===== src/rtl/arbiter_referee.sv =====
// Arbiter Game referee: first button edge after the countdown wins, any earlier edge is a foul; REACTION_TIMER_EN adds reaction_ms_out.
// Latency: pin sampled at edge k -> press edge after k+1 -> FSM moves at k+2 -> result outputs after k+3; round_end_out after HOLD_COUNT cycles of hold.
// No backpressure: buttons are free-running; presses outside WAIT_CD/ARMED are dropped, and a held button never re-triggers.
module arbiter_referee #(
    parameter int CLOCK_FREQ = 12000000,
    parameter int HOLD_COUNT = CLOCK_FREQ * 2,
    parameter int TICK_COUNT = CLOCK_FREQ / 1000
) (
    input  logic       clk,
    input  logic       reset,
    input  logic       cd_done_in,
    input  logic       btn_a_in,
    input  logic       btn_b_in,
    output logic       win_a_out,
    output logic       win_b_out,
    output logic       foul_a_out,
    output logic       foul_b_out,
    output logic       result_valid_out,
    output logic       round_end_out
`ifdef REACTION_TIMER_EN
    ,
    output logic [9:0] reaction_ms_out
`endif
);

    localparam int HOLD_CW = $clog2(HOLD_COUNT);

    if (HOLD_COUNT < 2) begin : g_hold_chk
        $error("HOLD_COUNT must be at least 2");
    end

    typedef enum logic [1:0] {WAIT_CD, ARMED, RESULT, WAIT_CLEAR} state_t;

    state_t             state;
    state_t             state_nxt;
    logic               a_s1, a_s2, a_s2_d;
    logic               b_s1, b_s2, b_s2_d;
    logic               press_a, press_b, any_press;
    logic [HOLD_CW-1:0] hold_cnt;
    logic               hold_done;
    logic               res_win_a, res_win_b, res_foul_a, res_foul_b;
    logic               valid_nxt;
    logic               round_end_nxt;

    always_ff @(posedge clk or negedge reset) begin
        if (!reset) begin
            {a_s1, a_s2, a_s2_d} <= '0;
            {b_s1, b_s2, b_s2_d} <= '0;
        end else begin
            a_s1   <= btn_a_in;
            a_s2   <= a_s1;
            a_s2_d <= a_s2;
            b_s1   <= btn_b_in;
            b_s2   <= b_s1;
            b_s2_d <= b_s2;
        end
    end

    assign press_a   = a_s2 & ~a_s2_d;
    assign press_b   = b_s2 & ~b_s2_d;
    assign any_press = press_a | press_b;
    assign hold_done = (state == RESULT) && (hold_cnt == HOLD_CW'(HOLD_COUNT - 1));

    always_ff @(posedge clk or negedge reset) begin
        if (!reset) begin
            state <= WAIT_CD;
        end else begin
            state <= state_nxt;
        end
    end

    // A press seen together with cd_done_in in WAIT_CD is still a foul.
    always_comb begin
        state_nxt = state;
        case (state)
            WAIT_CD: begin
                if (any_press) begin
                    state_nxt = RESULT;
                end else if (cd_done_in) begin
                    state_nxt = ARMED;
                end
            end
            ARMED:      if (any_press)   state_nxt = RESULT;
            RESULT:     if (hold_done)   state_nxt = WAIT_CLEAR;
            WAIT_CLEAR: if (!cd_done_in) state_nxt = WAIT_CD;
            default:    state_nxt = WAIT_CD;
        endcase
    end

    // Leaving WAIT_CLEAR clears the display on the same edge the FSM returns to WAIT_CD.
    always_comb begin
        valid_nxt     = (state == RESULT) || ((state == WAIT_CLEAR) && cd_done_in);
        round_end_nxt = hold_done;
    end

    always_ff @(posedge clk or negedge reset) begin
        if (!reset) begin
            {res_win_a, res_win_b, res_foul_a, res_foul_b} <= '0;
            hold_cnt <= '0;
        end else begin
            if ((state == WAIT_CD) && any_press) begin
                res_win_a  <= 1'b0;
                res_win_b  <= 1'b0;
                res_foul_a <= press_a;
                res_foul_b <= press_b;
            end else if ((state == ARMED) && any_press) begin
                res_win_a  <= press_a;
                res_win_b  <= press_b;
                res_foul_a <= 1'b0;
                res_foul_b <= 1'b0;
            end
            hold_cnt <= ((state == RESULT) && !hold_done) ? hold_cnt + 1'b1 : '0;
        end
    end

    always_ff @(posedge clk or negedge reset) begin
        if (!reset) begin
            win_a_out        <= 1'b0;
            win_b_out        <= 1'b0;
            foul_a_out       <= 1'b0;
            foul_b_out       <= 1'b0;
            result_valid_out <= 1'b0;
            round_end_out    <= 1'b0;
        end else begin
            win_a_out        <= valid_nxt & res_win_a;
            win_b_out        <= valid_nxt & res_win_b;
            foul_a_out       <= valid_nxt & res_foul_a;
            foul_b_out       <= valid_nxt & res_foul_b;
            result_valid_out <= valid_nxt;
            round_end_out    <= round_end_nxt;
        end
    end

`ifdef REACTION_TIMER_EN
    localparam int TICK_CW = $clog2(TICK_COUNT + 1);

    if (TICK_COUNT < 1) begin : g_tick_chk
        $error("TICK_COUNT must be at least 1");
    end

    logic [TICK_CW-1:0] tick_cnt;
    logic [9:0]         ms_cnt;
    logic [9:0]         res_ms;

    always_ff @(posedge clk or negedge reset) begin
        if (!reset) begin
            tick_cnt <= '0;
            ms_cnt   <= '0;
            res_ms   <= '0;
        end else begin
            if ((state == WAIT_CD) && (state_nxt == ARMED)) begin
                tick_cnt <= '0;
                ms_cnt   <= '0;
            end else if (state == ARMED) begin
                if (tick_cnt == TICK_CW'(TICK_COUNT - 1)) begin
                    tick_cnt <= '0;
                    if (ms_cnt != 10'd999) ms_cnt <= ms_cnt + 10'd1;
                end else begin
                    tick_cnt <= tick_cnt + 1'b1;
                end
            end
            if ((state == WAIT_CD) && any_press) begin
                res_ms <= '0;
            end else if ((state == ARMED) && any_press) begin
                res_ms <= ms_cnt;
            end
        end
    end

    always_ff @(posedge clk or negedge reset) begin
        if (!reset) begin
            reaction_ms_out <= '0;
        end else begin
            reaction_ms_out <= valid_nxt ? res_ms : 10'd0;
        end
    end
`else
    if (TICK_COUNT < 0) begin : g_tick_chk
        $error("TICK_COUNT must not be negative");
    end
`endif

endmodule


===== config.mk =====
export PLATFORM = sky130hd
export DESIGN_NAME = arbiter_referee
export DESIGN_NICKNAME = d
export VERILOG_FILES = /design/src/rtl/arbiter_referee.sv
export SDC_FILE = /design/constraint.sdc
export NUM_CORES = 1
export LEC_CHECK = 0
export CAP_MARGIN = 0
export CORE_ASPECT_RATIO = 0.8
export CORE_MARGIN = 2
export CORE_UTILIZATION = 30
export CTS_CLUSTER_SIZE = 30
export DETAILED_ROUTE_END_ITERATION = 8
export PLACE_DENSITY = 0.45
export RECOVER_POWER = 50
export SETUP_SLACK_MARGIN = 0.4
export SYNTH_ARGS = -nofsm -noshare
export SYNTH_HDL_FRONTEND = slang
export SYNTH_SLANG_ARGS = --single-unit

===== constraint.sdc =====
create_clock -name clk -period 4.2 [get_ports clk]
set_input_delay 0.84 -clock clk [delete_from_list [all_inputs] [get_ports clk]]
set_output_delay 0.84 -clock clk [all_outputs]
set_load 0.005 [all_outputs]

# After elaboration in Yosys (flattened, before gate mapping)
# Cells that the tools add are included.
# classes
addsub,1
n_eq_ne,8
n_mux,14
bitwise_logic,9
reduce_logical,10
# ops
op,n
$add A25 B1 Y25 const B,1
$eq A25 B25 Y1 const B,1
$mux W25,1
$mux W2,5
$pmux W2 S4,1
$mux W1,7
$and A1 B1 Y1,6
$ne A2 B2 Y1 const B,3
$logic_and A1 B1 Y1,5
$eq A2 B2 Y1 const B,2
$reduce_and A4 Y1,1
$ne A3 B3 Y1 const B,1
$eq A2 B1 Y1 const B,1
$logic_not A2 Y1,1
$not A1 Y1,2
$reduce_bool A2 Y1,1
$logic_not A1 Y1,1
$logic_or A1 B1 Y1,1
$or A1 B1 Y1,1
# totals
register_bits,43
input_bits,5
output_inout_bits,6
wordCells,60

# Depth between registers and ports, before layout
# depth
depth_word,6
ltp_mapped,7
depth_no_buf,6

# Worst setup path before layout
# Ideal clock, no wire load.
# synth_timing
kind,reg2reg
start,register hold_cnt[16]
end,register hold_cnt[21]
setup_time_ps,134
arrival_time_ps,1865
required_ps,4066
path_slack_ps,2201
path_stages_with_launch,6
path_buffers,1
period_less_slack_ps,1999
cell_sequence,dfrtp_1 -> or4_1 -> or4_4 -> o21ai_4 -> buf_6 -> a21oi_1
# synth_between
elab_chain_len,5
word_cells_on_any_way,6
cone_classes,add/sub: 1; eq/ne: 1; mux: 1; reduce/logical: 3
# synth_rtl
element,line,source
start: declaration,39,logic [HOLD_CW-1:0] hold_cnt;
start signal: assignment,112,hold_cnt <= ((state == RESULT) && !hold_done) ? hold_cnt + 1'b1 : '0;
"parallel branches: the longest is 4 deep, another holds $add A25 B1 Y25",-,
$mux W25 (*),112,
# Every way passes the cells marked *.
# A chain may end at the register's enable or synchronous reset.

==> flow_summary.json <==
{
  "final_hold_viol_count": 0,
  "yosys_warnings": 0,
  "crit_path_start": "reset",
  "fin_worst_skew_ps": 9.51,
  "status": "complete, but fails checks",
  "ctsResizeCount": 0,
  "yosysTopAreaCell": "dfrtp_1",
  "syn-cell-area_sq_mm": 0.00208,
  "busiest_layer": "met1",
  "num_io_pins": 11,
  "drc_errors": 0,
  "drv_slew": 44,
  "grt_pass1_wl_um": 7470,
  "period_share_pct": 61.2,
  "cap_viol_max_count": 1,
  "worstSetupEndpoint": "hold_cnt[0]",
  "fin_area_sq_mm": 0.00235,
  "dp_slack_ps": 1830,
  "dp.cells": 291,
  "via_count": 1533,
  "cp_num_buf_inv": 1,
  "place_area_sq_mm": 0.00225,
  "cts_tree": "done",
  "cp.depth": 1,
  "cts_buffers": 5,
  "worstRegToRegCells": 4,
  "rows": 27,
  "tightest_slew_ps": 2330,
  "clock-root-buffer": "clkbuf_8",
  "violations": "capacitance limit, slew limit",
  "netlist.area_leader.share_pct": 51.7,
  "drt-total-wl_um": 4290,
  "layout.cells.non_filler": 298,
  "worstPathCellList": "clkbuf_1",
  "grt-ovfl-total": 0,
  "p_total_mw": 1.12,
  "htreeDepth": 2,
  "reg2reg_to": "hold_cnt[2]",
  "fmax_mhz": 389,
  "worstPathArrival_ps": 2490,
  "drt_iter0_drc": 83,
  "dieArea_sq_mm": 0.00762,
  "grt.met1_usage_pct": 19.3,
  "cts.sinks": 43,
  "clk_latency_ps": 290,
  "antenna_found_initial": 0,
  "critPathMaxFanout": 43,
  "hpwl_um": 2940,
  "syn_to_final_growth_pct": 13.0,
  "met3_usage_pct": 2.67,
  "fin_ws_ps": 1630,
  "final_nets": 221,
  "use_met2_pct": 16.0,
  "setup_tns_ps": 0,
  "diodes": 0,
  "crit_path_end_kind": "asynchronous set/reset pin",
  "ys_types": 36,
  "slowest_stage": "clkbuf_1",
  "power.density_mw_per_mm2": 476,
  "worstPathRequired_ps": 4120,
  "core_sq_mm": 0.00679,
  "regMostFlops": "hold_cnt",
  "r2r_slack_ps": 1850,
  "leakage_nw": 0.899,
  "crit_path_max_incr_delay_ps": 1630,
  "post_cts.repair.setup_buffers": 0,
  "ant_nets": 0,
  "globalplace.congestion": 0.760,
  "grt_util_all_layers_pct": 12.3,
  "ir_drop_v": 0.000248,
  "fillers": 672,
  "initial_core_util_pct": 30.6,
  "crit_family": "buffers and inverters",
  "grt_max_degree": 44,
  "relSlewSlack_pct": -55.3,
  "worstSetupPathType": "in2async",
  "cts.reportedPaths.clkPinSlew_ps": 70,
  "largest_registers": "hold_cnt (25), state (2)",
  "synth.avg_cell_area_sq_um": 10.5,
  "drive_gt1_share_pct": 4.27,
  "die_y_um": 78.5,
  "dr.pass1.iters": 4,
  "wl_per_cell_um": 14.4,
  "syn-num-nets": 209,
  "grt_pass1_vias": 1433,
  "rsz0062_at_grt": "false",
  "syn_inst": 199,
  "holdBufCountCts": 0,
  "clk_path_buf_depth": 2,
  "largest_reg_flops": 25,
  "die_w_um": 97.1,
  "vias_per_cell": 5.14,
  "cp-start-kind": "input pin",
  "min_path_type": "reg2reg",
  "reg2reg_from": "hold_cnt[16]",
  "ys_seq_area_share_pct": 51.7,
  "synth.area.top_cells": "dfrtp_1 52%, xnor2_1 4.6%, nor2_1 3.8%",
  "finalSetupViolCount": 0,
  "io_buffers": 10,
  "layout_min_cycle_time_ps": 2570,
  "synth-seq-cells": 43
}
worst min-delay path by stage:
stage                     startpoint   end  slack [ps]  cells past startpoint
after global routing            a_s1  a_s2         370                      0
after detailed placement        a_s1  a_s2         340                      0
final                           a_s1  a_s2         350                      0
after CTS                       a_s1  a_s2         350                      0
after global placement          a_s1  a_s2         330                      0
after floorplan                 a_s1  a_s2         330                      0
power breakdown:
group | leakage [nW] | internal (mW) | switching (mW)
Combinational | 0.281 | 0.136 | 0.168
Clock | 0.0513 | 0.174 | 0.135
Sequential | 0.567 | 0.473 | 0.0342
placed cells by master, fill, tap and decap left out, types with 7 or more instances in the layout:
master	n
dfrtp_1	43
nor2_1	21
nand2_1	11
xnor2_1	11
nand4_1	10
nand3_1	10
a21oi_1	10
inv_1	7
nor2b_1	7
clkdlybuf4s50_1	7
logic make-up after synthesis:
group	synth area share, %
and+or+nand+nor	24.5
DFF	51.7
AOI/OAI and AO/OA	10.1
xor gates and xnor gates	6.31
buffers and inverters	2.89
adders and majority gates	3.01
muxes	1.50
synth_stat cells:
cell,number
dfrtp_1,43
nor2_1,21
nand2_1,11
xnor2_1,11
a21oi_1,10
nand3_1,10
nand4_1,10
inv_1,7
nor2b_1,7
nor4_1,6
or4_1,6
ha_1,5
nor3_1,5
o31ai_1,5
and4_1,4
xor2_1,4
clkbuf_1,3
o21ai_0,3
o41ai_1,3
a22o_1,2
a31oi_1,2
and3_1,2
buf_6,2
mux2i_1,2
nand2b_1,2
nand4b_1,2
or4bb_1,2
a2bb2oi_1,1
a41o_1,1
mux2_2,1
nand3b_1,1
o2111ai_1,1
o211ai_1,1
o21ai_4,1
or3_1,1
or4_4,1
metal layers:
layer  wire, um  up-vias
li1           -      760
met1       2400      747
met2       1710       21
met3        131        5
met4         51        0
met5          0        -
metrics by stage:
stage / utilization, % / hold slack [ps]
6_report: 34.6 / 349
3_3_place_gp: 33.1 / 332
5_1_grt: 34.6 / 374
3_5_place_dp: 33.1 / 336
2_1_floorplan: - / 331
4_1_cts: 34.7 / 354
area by class of cell:
type	instances	area, sq um	area share [%]
sequential	43	1080	45.7
inverter	7	26.3	1.12
clock buffer	6	72.6	3.09
tap	87	109	4.63
clock inverter	1	30.0	1.28
multi-input combinational	144	945	40.2
timing repair buffer	10	93.8	3.99
(Power assumes the default switching activity.)
